## src/rtl/defect_pkg.sv

```systemverilog
`default_nettype none
// +----------------------------------------------------------------------------+
// | Package     : defect_pkg                                                   |
// | Description : Shared constants for the defect overlay: coordinate width,   |
// |               image size defaults, RGB565 colours, FSM state encoding and  |
// |               the cross-marker proximity helper.                           |
// | Revision    : 1.0 - initial release                                        |
// +----------------------------------------------------------------------------+
package defect_pkg;

   localparam int COORD_WID = 11;

   localparam logic [COORD_WID-1:0] IMG_WIDTH_DEF  = 11'd640;
   localparam logic [COORD_WID-1:0] IMG_HEIGHT_DEF = 11'd480;

   localparam logic [15:0] RGB565_RED   = 16'hF800;
   localparam logic [15:0] RGB565_CYAN  = 16'h07FF;
   localparam logic [15:0] RGB565_BLACK = 16'h0000;

   // Half-length of each marker arm; one bit wider than a coordinate.
   localparam logic [COORD_WID:0] MARK_ARM = 12'd3;

   typedef enum logic [0:0] {
      ST_IDLE = 1'b0,
      ST_SHOW = 1'b1
   } ovl_state_t;

   // True when pos lies within MARK_ARM of centre c; the widened compare
   // keeps arms near coordinate 0 from wrapping to the far image edge.
   function automatic logic near_point(input logic [COORD_WID-1:0] pos,
                                       input logic [COORD_WID-1:0] c);
      logic [COORD_WID:0] p;
      logic [COORD_WID:0] cc;
      p  = {1'b0, pos};
      cc = {1'b0, c};
      return ((p + MARK_ARM) >= cc) && (p <= (cc + MARK_ARM));
   endfunction

endpackage
`default_nettype wire

```

## src/rtl/ovl_edge_cmp.sv

```systemverilog
`default_nettype none
// +----------------------------------------------------------------------------+
// | Module      : ovl_edge_cmp                                                 |
// | Description : For one axis, flags whether a position lies inside [lo..hi]  |
// |               and whether it lies within LINE_W of either edge.            |
// | Revision    : 1.0 - initial release                                        |
// +----------------------------------------------------------------------------+
module ovl_edge_cmp
   import defect_pkg::*;
#(
   parameter int LINE_W = 2
) (
   input  logic [COORD_WID-1:0] pos,
   input  logic [COORD_WID-1:0] lo,
   input  logic [COORD_WID-1:0] hi,
   output logic                 in_range,
   output logic                 near_edge
);

   localparam logic [COORD_WID:0] LW = (COORD_WID+1)'(LINE_W);

   logic [COORD_WID:0] pos_e;
   logic [COORD_WID:0] lo_e;
   logic [COORD_WID:0] hi_e;

   assign pos_e = {1'b0, pos};
   assign lo_e  = {1'b0, lo};
   assign hi_e  = {1'b0, hi};

   assign in_range  = (pos_e >= lo_e) && (pos_e <= hi_e);
   // pos > hi-LW is rewritten as pos+LW > hi so a small hi never underflows.
   assign near_edge = (pos_e < (lo_e + LW)) || ((pos_e + LW) > hi_e);

endmodule
`default_nettype wire

```

## src/rtl/defect_overlay.sv

```systemverilog
`default_nettype none
// +----------------------------------------------------------------------------+
// | Module      : defect_overlay                                               |
// | Description : Draws a bounding rectangle from the four extreme defect      |
// |               points onto an RGB565 stream, 2-cycle aligned pipeline.      |
// |               Box coordinates latch at the vs rising edge only.            |
// |               OVERLAY_CROSS_EN adds plus markers on each defect point.     |
// | Revision    : 1.0 - initial release                                        |
// +----------------------------------------------------------------------------+
module defect_overlay
   import defect_pkg::*;
#(
   parameter logic [COORD_WID-1:0] IMG_WIDTH   = IMG_WIDTH_DEF,
   parameter logic [COORD_WID-1:0] IMG_HEIGHT  = IMG_HEIGHT_DEF,
   parameter int                   LINE_W      = 2,
   parameter int                   HOLD_FRAMES = 8,
   parameter logic [15:0]          BOX_COLOR   = RGB565_RED
) (
   input  logic                 pixclk_in,
   input  logic                 rst_out,
   input  logic                 vid_vs,
   input  logic                 vid_de,
   input  logic [15:0]          vid_data,
   input  logic [COORD_WID-1:0] defect_p1_x,
   input  logic [COORD_WID-1:0] defect_p1_y,
   input  logic [COORD_WID-1:0] defect_p2_x,
   input  logic [COORD_WID-1:0] defect_p2_y,
   input  logic [COORD_WID-1:0] defect_p3_x,
   input  logic [COORD_WID-1:0] defect_p3_y,
   input  logic [COORD_WID-1:0] defect_p4_x,
   input  logic [COORD_WID-1:0] defect_p4_y,
   input  logic                 defect_valid,
   output logic                 ovl_vs,
   output logic                 ovl_de,
   output logic [15:0]          ovl_data,
   output logic                 box_active
);

   localparam logic [COORD_WID-1:0] X_MAX     = IMG_WIDTH  - COORD_WID'(1);
   localparam logic [COORD_WID-1:0] Y_MAX     = IMG_HEIGHT - COORD_WID'(1);
   localparam logic [7:0]           HOLD_INIT = 8'(HOLD_FRAMES);

   logic [COORD_WID-1:0] x_cnt, y_cnt;
   logic [COORD_WID-1:0] xl, xr, yt, yb;
   logic [7:0]           hold_cnt;
   ovl_state_t           state;
   logic                 vs_d1, de_d1, box_d1, mark_d1;
   logic [15:0]          data_d1;
   logic                 vs_rise, de_fall, show;
   logic                 x_in, x_near, y_in, y_near;
   logic                 draw_box, draw_mark;

   assign vs_rise = vid_vs & ~vs_d1;
   assign de_fall = ~vid_de & de_d1;
   assign show    = (state == ST_SHOW);

   // Pixel position counters, saturating at the image size.
   always_ff @(posedge pixclk_in or posedge rst_out) begin
      if (rst_out) begin
         x_cnt <= '0;
         y_cnt <= '0;
      end else begin
         if (vid_de) begin
            if (x_cnt < X_MAX) x_cnt <= x_cnt + COORD_WID'(1);
         end else if (de_fall) begin
            x_cnt <= '0;
         end
         if (vid_vs) begin
            y_cnt <= '0;
         end else if (de_fall && (y_cnt < Y_MAX)) begin
            y_cnt <= y_cnt + COORD_WID'(1);
         end
      end
   end

   // Once-per-frame latch of the box edges plus the SHOW/IDLE state machine.
   always_ff @(posedge pixclk_in or posedge rst_out) begin
      if (rst_out) begin
         xl         <= '0;
         xr         <= '0;
         yt         <= '0;
         yb         <= '0;
         hold_cnt   <= '0;
         state      <= ST_IDLE;
         box_active <= 1'b0;
      end else if (vs_rise) begin
         if (defect_valid) begin
            xl         <= defect_p1_x;
            xr         <= defect_p2_x;
            yt         <= defect_p3_y;
            yb         <= defect_p4_y;
            hold_cnt   <= HOLD_INIT;
            state      <= ST_SHOW;
            box_active <= 1'b1;
         end else begin
            if (hold_cnt != 8'd0) hold_cnt <= hold_cnt - 8'd1;
            // Staying in SHOW needs a non-zero count after this decrement.
            if (show && (hold_cnt > 8'd1)) begin
               state      <= ST_SHOW;
               box_active <= 1'b1;
            end else begin
               state      <= ST_IDLE;
               box_active <= 1'b0;
            end
         end
      end
   end

   ovl_edge_cmp #(.LINE_W(LINE_W)) u_x_cmp (
      .pos       (x_cnt),
      .lo        (xl),
      .hi        (xr),
      .in_range  (x_in),
      .near_edge (x_near)
   );

   ovl_edge_cmp #(.LINE_W(LINE_W)) u_y_cmp (
      .pos       (y_cnt),
      .lo        (yt),
      .hi        (yb),
      .in_range  (y_in),
      .near_edge (y_near)
   );

   assign draw_box = show & vid_de & x_in & y_in & (x_near | y_near);

`ifdef OVERLAY_CROSS_EN
   logic [COORD_WID-1:0] pt_x [4];
   logic [COORD_WID-1:0] pt_y [4];

   // Point shadows for the markers, updated on the same edge as the box.
   always_ff @(posedge pixclk_in or posedge rst_out) begin
      if (rst_out) begin
         for (int i = 0; i < 4; i++) begin
            pt_x[i] <= '0;
            pt_y[i] <= '0;
         end
      end else if (vs_rise && defect_valid) begin
         pt_x[0] <= defect_p1_x;  pt_y[0] <= defect_p1_y;
         pt_x[1] <= defect_p2_x;  pt_y[1] <= defect_p2_y;
         pt_x[2] <= defect_p3_x;  pt_y[2] <= defect_p3_y;
         pt_x[3] <= defect_p4_x;  pt_y[3] <= defect_p4_y;
      end
   end

   // Plus-shaped hit test around each point; clipping falls out of the counters.
   always_comb begin
      draw_mark = 1'b0;
      for (int i = 0; i < 4; i++) begin
         if (((x_cnt == pt_x[i]) && near_point(y_cnt, pt_y[i])) ||
             ((y_cnt == pt_y[i]) && near_point(x_cnt, pt_x[i])))
            draw_mark = 1'b1;
      end
      if (!(show && vid_de)) draw_mark = 1'b0;
   end
`else
   logic unused_coords;
   assign unused_coords = ^{defect_p1_y, defect_p2_y, defect_p3_x, defect_p4_x};
   assign draw_mark     = 1'b0;
`endif

   // Two-stage aligned video pipe; colour is selected in the second stage.
   always_ff @(posedge pixclk_in or posedge rst_out) begin
      if (rst_out) begin
         vs_d1    <= 1'b0;
         de_d1    <= 1'b0;
         data_d1  <= '0;
         box_d1   <= 1'b0;
         mark_d1  <= 1'b0;
         ovl_vs   <= 1'b0;
         ovl_de   <= 1'b0;
         ovl_data <= '0;
      end else begin
         vs_d1   <= vid_vs;
         de_d1   <= vid_de;
         data_d1 <= vid_data;
         box_d1  <= draw_box;
         mark_d1 <= draw_mark;
         ovl_vs  <= vs_d1;
         ovl_de  <= de_d1;
         if (!de_d1)       ovl_data <= RGB565_BLACK;
         else if (mark_d1) ovl_data <= ~BOX_COLOR;
         else if (box_d1)  ovl_data <= BOX_COLOR;
         else              ovl_data <= data_d1;
      end
   end

endmodule
`default_nettype wire

```

## config.mk

```make
export PLATFORM = sky130hd
export DESIGN_NAME = defect_overlay
export DESIGN_NICKNAME = d
export VERILOG_FILES = /design/src/rtl/defect_pkg.sv /design/src/rtl/ovl_edge_cmp.sv /design/src/rtl/defect_overlay.sv
export SDC_FILE = /design/constraint.sdc
export NUM_CORES = 1
export LEC_CHECK = 0
export CORE_AREA = 2 2 125 127
export CTS_BUF_LIST = sky130_fd_sc_hd__clkbuf_4
export DETAILED_ROUTE_END_ITERATION = 12
export DIE_AREA = 0 0 127 129
export MAX_ROUTING_LAYER = met4
export PLACE_DENSITY = 0.77
export SKIP_LAST_GASP = 1
export SYNTH_ARGS = -nofsm -noshare
export SYNTH_HDL_FRONTEND = slang
export SYNTH_SLANG_ARGS = --single-unit
```

## constraint.sdc

```tcl
create_clock -name pixclk_in -period 4.25 [get_ports pixclk_in]
set_clock_uncertainty 0.15 [all_clocks]
set_input_delay 0.85 -clock pixclk_in [delete_from_list [all_inputs] [get_ports pixclk_in]]
set_output_delay 0.85 -clock pixclk_in [all_outputs]
set_load 0.03 [all_outputs]
```

# Yosys cells after proc, flatten, opt, wreduce, memory -nomap -nowiden
# Index checks and enable logic that the tools add are counted.
# word_totals
ff_bits	112
latchBits	0
mem_bits_rw	0
mem_bits_ro	0
in_bits	109
out_inout_bits	19
elab_cells	67
memories	0
# classes
n_addsub	7
n_mul	0
div	0
n_lt_le_gt_ge	11
eq_ne	1
shift	0
n_mux	11
bitwise	9
n_reduce_logical	13
# ops
op	count
$mux W11	5
$add A11 B2 Y12 const B	4
$mux W16	2
$gt A12 B11 Y1	2
$lt A11 B12 Y1	2
$add A11 B1 Y11 const B	2
$ge A11 B11 Y1	2
$le A11 B11 Y1	2
$mux W8	2
$lt A11 B10 Y1 const B	1
$lt A11 B9 Y1 const B	1
$gt A8 B1 Y1 const B	1
$reduce_bool A8 Y1	1
$sub A8 B1 Y8 const B	1
$and A1 B1 Y1	6
$reduce_and A2 Y1	3
$reduce_bool A2 Y1	3
$logic_and A1 B1 Y1	4
$logic_or A1 B1 Y1	2
$mux W1	2
$ne A2 B1 Y1 const B	1
$not A1 Y1	2
$or A1 B1 Y1	1

# Logic depth before layout (Yosys ltp)
# logic_depth
depth_word	5
depth_mapped	12
mapped_depth_nobuf	11

# Cells and area by module
# Synthesis repeated with hierarchy kept, for this count alone.
# unflattened
hier_cells	764
hier_area_um2	6960.4
# modules_own_cells
mod	instances	cells_per_inst	area_per_inst_um2
defect_overlay	1	423	4399.2
ovl_edge_cmp (u_y_cmp)	1	170	1287.5
ovl_edge_cmp (u_x_cmp)	1	171	1273.7

# Least setup slack after synthesis
# OpenSTA, ideal clock, no wires.
# synth_path
path_type	register to register
start	reg y_cnt[3]
end	reg box_d1
setup_ns	0.127
arrival_time_ns	2.320
required_time_ns	3.973
slack_ns	1.653
stages_incl_launch_ff	13
n_path_buf	1
period_less_slack_ns	2.597
path_cell_list	dfrtp_1 buf_6 and3_1 nand3_1 or2_2 xnor2_1 ha_1 a21o_1 a21o_1 a31oi_1 a31oi_1 nor4_1 nor4_1
# synth_between
elab_chain_len	5
word_cells_on_any_way	10
# synth_rtl
item	line_no	rtl
from (decl)	defect_overlay.sv:43	logic [COORD_WID-1:0] x_cnt, y_cnt;
from (signal assigned)	defect_overlay.sv:71	y_cnt <= y_cnt + COORD_WID'(1);
$add A11 B2 Y12	ovl_edge_cmp.sv:32	assign near_edge = (pos_e < (lo_e + LW)) || ((pos_e + LW) > hi_e);
$gt A12 B11 Y1	ovl_edge_cmp.sv:32	
$logic_or A1 B1 Y1	ovl_edge_cmp.sv:32	
$or A1 B1 Y1	defect_overlay.sv:125	assign draw_box = show & vid_de & x_in & y_in & (x_near | y_near);
$and A1 B1 Y1 *	defect_overlay.sv:125	
net draw_box	defect_overlay.sv:51	logic draw_box, draw_mark;
to (signal assigned)	defect_overlay.sv:177	box_d1 <= draw_box;
to (decl)	defect_overlay.sv:47	logic vs_d1, de_d1, box_d1, mark_d1;
# The timed path passes the listed nets; every way through them passes the cells marked *.
# A chain may end at the register's enable or synchronous reset.

# Worst setup path after layout
# layout_path
start	reg x_cnt[2]
end	reg box_d1
# layout_between
elab_chain_len	5
word_cells_on_any_way	11
# layout_rtl
item	line_no	rtl
from (decl)	defect_overlay.sv:43	
from (signal assigned)	defect_overlay.sv:64	if (x_cnt < X_MAX) x_cnt <= x_cnt + COORD_WID'(1);
$add A11 B2 Y12, or another cell as far along	ovl_edge_cmp.sv:32	
$gt A12 B11 Y1 or $logic_and A1 B1 Y1 (tied branches)	ovl_edge_cmp.sv:32, ovl_edge_cmp.sv:30	
$logic_or A1 B1 Y1 or $and A1 B1 Y1 (tied branches)	ovl_edge_cmp.sv:32, defect_overlay.sv:125	
$or A1 B1 Y1 or $and A1 B1 Y1 (tied branches)	defect_overlay.sv:125	
$and A1 B1 Y1 *	defect_overlay.sv:125	
net draw_box	defect_overlay.sv:51	
# Marks and branches as above.

==> results.py <==
metrics = {
    "synth": {
        "synth.yosys.seq_area_share_pct": 42.3,
        "synth_cell_types": 49,
        "yosysWarnings": 0,
        "synth_xor_area_share_pct": 6.61,
        "synth_edf_count": 0,
        "syn_nets": 883,
        "synthMuxAreaShare_pct": 0.151,
        "syn_area_um2": 6630,
        "synth_compound_area_share_pct": 12.4,
        "syn_inst": 680,
        "synth_top_family_by_area": "adder cells",
        "yosys.area_share.simple_pct": 16.9,
        "async_flop_share_pct": 100,
        "synthTopCellsByArea": "dfrtp_1, ha_1, nand2_1, xnor2_1, o21ai_0",
        "ys.flop_type": "dfrtp_1",
        "yosysTopAreaCell": "dfrtp_1",
        "synthAdderAreaFrac_pct": 17.7,
        "synth_top_area_share_pct": 42.3,
        "synth_seq_cells": 112,
        "synth_area_per_cell_um2": 9.74,
    },
    "outcome": {
        "outcome": "finished clean",
    },
    "final_layout": {
        "final_cell_mix": "dfrtp_1, ha_1, clkdlybuf4s50_1",
        "multi_input_area_um2": 3570,
        "utilization_pct": 52.1,
        "layout_commonest_cell": "dfrtp_1",
        "fin_nets": 966,
        "fillers": 1376,
        "insertedDiodeCount": 0,
        "seq_area_um2": 2800,
        "drive_above_1_share_pct": 3.39,
        "syn_to_final_growth_pct": 17.8,
    },
    "worst_setup_path": {
        "cp_max_fo": 9,
        "cp.arrival_ns": 3.46,
        "start_kind": "register",
        "crit_chain": "ha_1, nand3_1, nor2_1, xor2_1, ha_1, and3_1, nand3_1, a221o_1, a21oi_1, nor4_1, nor4_1",
        "worstPathRequired_ns": 4.48,
        "critPathKind": "reg -> reg",
        "critPathCaptureType": "register",
        "slowest_delay_ns": 0.58,
        "cpMaxStageDelayCell": "dfrtp_1",
    },
    "timing": {
        "max_slew.worst_pin.slew_ns": 0.574,
        "rsz0062_at_grt": "no",
        "timing.fmax_ghz": 0.309,
        "fin_setup_tns_ns": 0,
        "slew_violations": 0,
        "finalSetupViolCount": 0,
        "period_needed_ns": 3.23,
        "period_share_pct": 76.0,
        "relSlewSlack_pct": 61.7,
        "hold_viol_final": 0,
    },
    "detailed_routing": {
        "first_iter_violations": 300,
        "routed_wl_um": 14300,
        "wl_per_cell_um": 15.0,
        "drc_errors": 0,
        "vias_per_cell": 5.32,
        "vias": 5076,
        "dr.pass1.iters": 5,
        "antenna_left": 0,
    },
    "clock_network": {
        "htree_levels": 3,
        "clockBufferDepth": 2,
        "clk_root_buffer_cell": "clkbuf_4",
        "cts_hold_buf": 0,
        "clkTransAtPathRegs_ns": 0.17,
        "numCtsBuffers": 9,
        "clkLatencyLatePin_ns": 0.48,
        "cts_setup_buffers": 0,
        "cts_tree": "built",
        "post_cts_resized": 0,
        "cts.sinks": 112,
    },
    "global_routing": {
        "grt_pass1_vias": 5065,
        "grt_pass1_wl_um": 24100,
        "antenna_found_initial": 0,
        "grt_max_degree": 85,
        "overflow": 0,
        "grt_usage_pct": 18.9,
    },
    "place": {
        "io_buffers": 83,
        "dp_hpwl_um": 11000,
        "gp_congestion": 0.924,
    },
    "run": {
        "cap_violations": 0,
    },
    "hold_path": {
        "hold_path.class": "reg -> reg",
    },
    "floorplanning": {
        "die_area_um2": 16400,
        "initial_core_util_pct": 44.2,
        "die-width_um": 127,
        "num_rows": 45,
        "die_h_um": 129,
        "io-pin-count": 128,
        "core_um2": 15000,
    },
    "pwr": {
        "comb_power_share_pct": 29.4,
        "power_mw": 2.64,
        "vdd_drop_max_v": 0.000165,
        "p_seq_share_pct": 50.6,
        "power_density_nw_per_um2": 339,
        "internal_power_mw": 1.73,
        "swShare_pct": 34.4,
        "p_sw_mw": 0.908,
        "p_leak_nw": 3.68,
        "pwr-share-clk_pct": 19.9,
    },
}
-- synthesized netlist by cell type, types with 3 or more instances --
cell type and n:
clkbuf_1 12, nand2_1 75, inv_1 50, buf_2 3, o21a_1 7, nor2b_1 9
o211ai_1 3, nor4_1 9, a31oi_1 3, a221oi_1 3, and4_1 6, nor2_1 43
o21bai_1 4, dfrtp_1 112, and2_1 15, and3_1 6, a21oi_1 17, nand4_1 16
a211oi_1 9, nor3_1 4, a21o_1 12, xor2_1 18, nand3_1 31, o21ai_0 54
xnor2_1 32, nand2b_1 4, ha_1 94
-- cells by family after synthesis --
family / after synthesis
AO/OA/AOI/OAI: 129
XOR/XNOR: 50
adder cells (fa/ha/maj): 94
buffers and inverters: 66
flip-flops: 112
multiplexers: 1
AND/OR/NAND/NOR: 228
-- path summary, 6_finish.rpt --
path                           from           to  slack (ns)  cells after the start
max                        x_cnt[2]       box_d1        1.02                     11
min                           vs_d1       ovl_vs        0.26                      0
max reg2reg                x_cnt[2]       box_d1        1.02                     11
min reg2reg                   vs_d1       ovl_vs        0.26                      0
max in group asynchronous   rst_out  hold_cnt[7]        2.68                      3
min in group asynchronous   rst_out        yb[3]        0.53                      2
-- per-stage QoR --
stage	std cells	cell area, µm²	worst slack, ns	hold WS, ns
2_1_floorplan	680	6630	0.291	0.204
3_3_place_gp	940	7670	1.12	0.218
3_5_place_dp	940	7670	1.07	0.226
4_1_cts	955	7810	1.07	0.262
5_1_grt	955	7810	0.894	0.274
6_report	955	7810	1.02	0.262
-- routing by layer --
| metal | vias up | wire [µm] | GRT usage (%) |
|---|---|---|---|
| li1 | 2538 | - | - |
| met5 | - | 0 | - |
| met2 | 96 | 6680 | 30.2 |
| met3 | 20 | 538 | 3.99 |
| met1 | 2422 | 6810 | 24.2 |
| met4 | 0 | 277 | 5.75 |
-- sequential cells by signal (all words and copies together) (netlist names), 8 cells and up --
signal	flops
data_d1	16
ovl_data	16
x_cnt	11
xl	11
xr	11
y_cnt	11
yb	11
yt	11
hold_cnt	8
-- final cells by class --
class	count	area share, %
Clock buffer	9	0.865
Timing Repair Buffer	88	11.3
Inverter	50	2.44
Tap cell	188	3.01
Sequential cell	112	35.9
Multi-Input combinational cell	502	45.7
Clock inverter	6	0.833
-- power groups by stage --
stage	clock, mW	sequential [mW]	combinational, mW
floorplan	0	1.34	0.519
global placement	0	1.35	0.740
detailed placement	0	1.36	0.777
CTS	0.548	1.34	0.782
global route	0.584	1.36	0.892
finish	0.527	1.34	0.778
-- critical path, delay by kind of cell (launching register included) --
kind                       cells  cell delay, ns
and+or+nand+nor                6            1.18
adders and majority gates      2            0.56
DFF                            1            0.58
xor gates and xnor gates       1            0.13
AOI/OAI and AO/OA              2            0.52
Power figures use the tool's default switching activity.
==> RTL change (config.mk and constraints unchanged) <==
The output `ovl_vs` loses its register stage (`ovl_vs` becomes a continuous assignment).
--- a/src/rtl/defect_overlay.sv
+++ b/src/rtl/defect_overlay.sv
@@ -169,3 +169,2 @@
          mark_d1  <= 1'b0;
-         ovl_vs   <= 1'b0;
          ovl_de   <= 1'b0;
@@ -178,3 +177,2 @@
          mark_d1 <= draw_mark;
-         ovl_vs  <= vs_d1;
          ovl_de  <= de_d1;
@@ -187,2 +185,4 @@
 
+   assign ovl_vs = vs_d1;
+
 endmodule
Check against the original RTL: not equivalent (Yosys sat finds a counterexample within 4 cycles, from zero or initial values and one cycle with rst_out high).
==> RTL change against the original RTL <==
  * Routed wire length is 0.62% lower
  * Final cell count did not move
  * Cell area is essentially flat
  * Setup slack better by 0.14 ns
  * Sequential share of layout area is 0.31 points lower
  * Sequential cell count fell by 1
  * First-iteration DRC count shrank 5.0%
  * Synthesized area is 0.38% lower
  * Critical path depth shrank 1
  * Largest power group unchanged
  * Power grew 0.70%
==> RTL change: results (changes against the original RTL) <==
| Metric | Value |
|---|---|
| Outcome | complete, no violations |
| CTS buffer count | 9 (unchanged) |
| # diodes | 0 (unchanged) |
| Synth top cells by count | dfrtp_1, ha_1, nand2_1, o21ai_0, inv_1 |
| WP data arrival | 3.34 ns (-0.12 ns) |
| H-tree lvl count | 3 (unchanged) |
| Top flop regs | data_d1 x16, ovl_data x16 |
| Synth Warn # | 0 (unchanged) |
| Port Buffer Count | 83 (unchanged) |
| Nets | 965 (-0.10%) |
| Drt wl/cell | 14.88 um (-0.62%) |
| GR met3 Demand/Resource | 4.407% (+0.42 points) |
| Clock tree buffer depth | 2 (unchanged) |
| Largest net degree at the start of global routing | 90 (+5.9%) |
| Placed wire-length estimate | 10.77 mm (-2.2%) |
| Cell area after layout | 0.007805 mm^2 (about the same) |
| Post-synth EDFFs | 0 (unchanged) |
| Met1 Resource Use GR | 24.73% (+0.53 points) |
| RePlAce Congestion | 0.8974 (-2.8%) |
| CTS clk-pin slew, worst paths | 0.18 ns |
| Syn nets | 882 (-0.11%) |
| Max VDD drop | 0.1708 mV (+3.4%) |
| Asr flop ratio synth | 100.0% (unchanged) |
| Postcts setup bufs | 0 (unchanged) |
| Seq/Total Area, Yosys | 42.08% (-0.22 points) |
| Worst slew margin | 55.46% (-6.2 points) |
| Via/cell ratio | 5.267 (-0.91%) |
| GRT Util Overall | 18.80% (-0.057 points) |
| WHS Path Cells | 1 (+1) |
| First-pass GRT wire length | 23.80 mm (-1.2%) |
| HP Class | register to register |
| Distinct cells, synth | 49 (unchanged) |
| Static Leak | 3.673 nW (-0.19%) |
| Post-Place Cell Area | 0.007650 mm^2 (-0.33%) |
| Via count of the first global-routing pass | 4,808 (-5.1%) |
| Grt met2 use | 29.54% (-0.70 points) |
| Initial DRC Count | 285 (-5.0%) |
| CTS tree | done |
| Clk_lat worst skew | 0.50 ns (+0.02 ns) |
| Post-synth top flop | dfrtp_1 |
| Ranking of synthesized cells by area | dfrtp_1, ha_1, nand2_1 |
| FILL cells | 1,348 (-2.0%) |
| Resized cells post-CTS | 0 (unchanged) |
| 1st-pass router iterations | 5 (unchanged) |
| Initial antenna violation count | 0 (unchanged) |
| Root Buffer | clkbuf_4 |
| Reg2reg path depth | 10 (-1) |
| Crit path max fanout | 9 (unchanged) |
| Fraction of layout cells with a size suffix above 1 | 3.651% (+0.26 points) |
-- RTL change: cell count changes after synthesis, sizes merged --
cell / before / now
dfrtp: 112 / 111
-- RTL change: worst paths after layout --
path	slack (ns)	end	from
min in group asynchronous	0.63	data_d1[3]	rst_out
min reg2reg	0.32	ovl_data[0]	data_d1[0]
max reg2reg	1.16	box_d1	x_cnt[2]
max in group asynchronous	2.59	yt[8]	rst_out
min	0.32	ovl_data[0]	data_d1[0]
max	1.16	box_d1	x_cnt[2]
-- RTL change: kinds of logic (layout without fill, tap and decap cells) --
group	Yosys count	after routing	synth area share, %
AO/OA/AOI/OAI	129	129	12.47
XOR/XNOR	50	50	6.634
adder cells (fa/ha/maj)	94	94	17.82
buffers and inverters	66	154	3.923
flip-flops	111	111	42.08
multiplexers	1	1	0.1516
AND/OR/NAND/NOR	228	228	16.93
-- RTL change: power breakdown --
group	internal, mW	switching (mW)
logic	0.351	0.415
registers	1.19	0.136
clock network	0.191	0.376
total	1.73	0.927
-- RTL change: cell type report --
class	instances	share of cell area, %
sequential	111	35.59
clock inverter	7	1.122
timing repair buffer	88	11.29
inverter	50	2.437
tap	188	3.014
multi-input combinational	502	45.69
clock buffer	9	0.8657
-- RTL change: critical path, cell delays in order, from the launching register on --
cell      delay [ns]
dfrtp_1         0.58
ha_1            0.23
nand3_1         0.18
nor2_1          0.29
xor2_1          0.21
ha_1            0.27
and3_1          0.19
a221oi_1        0.33
a21oi_1         0.17
nor4_1          0.31
nor4_1          0.07
-- RTL change: through the flow --
| stage | setup slack (ns) | total power [mW] | hold slack [ns] | std cells |
|---|---|---|---|---|
| after floorplan | 0.3193 | 1.848 | 0.2777 | 679 |
| after CTS | 1.184 | 2.686 | 0.3227 | 955 |
| after detailed placement | 1.148 | 2.111 | 0.2836 | 939 |
| after global placement | 1.129 | 2.082 | 0.2806 | 939 |
| after global routing | 0.9806 | 2.865 | 0.3305 | 955 |
| final | 1.157 | 2.661 | 0.3182 | 955 |
-- RTL change: routing by layer --
layer / wire length [um] / vias up
met3: 522 / 19
li1: - / 2551
met4: 230 / 0
met5: 0 / -
met1: 6794 / 2365
met2: 6664 / 95
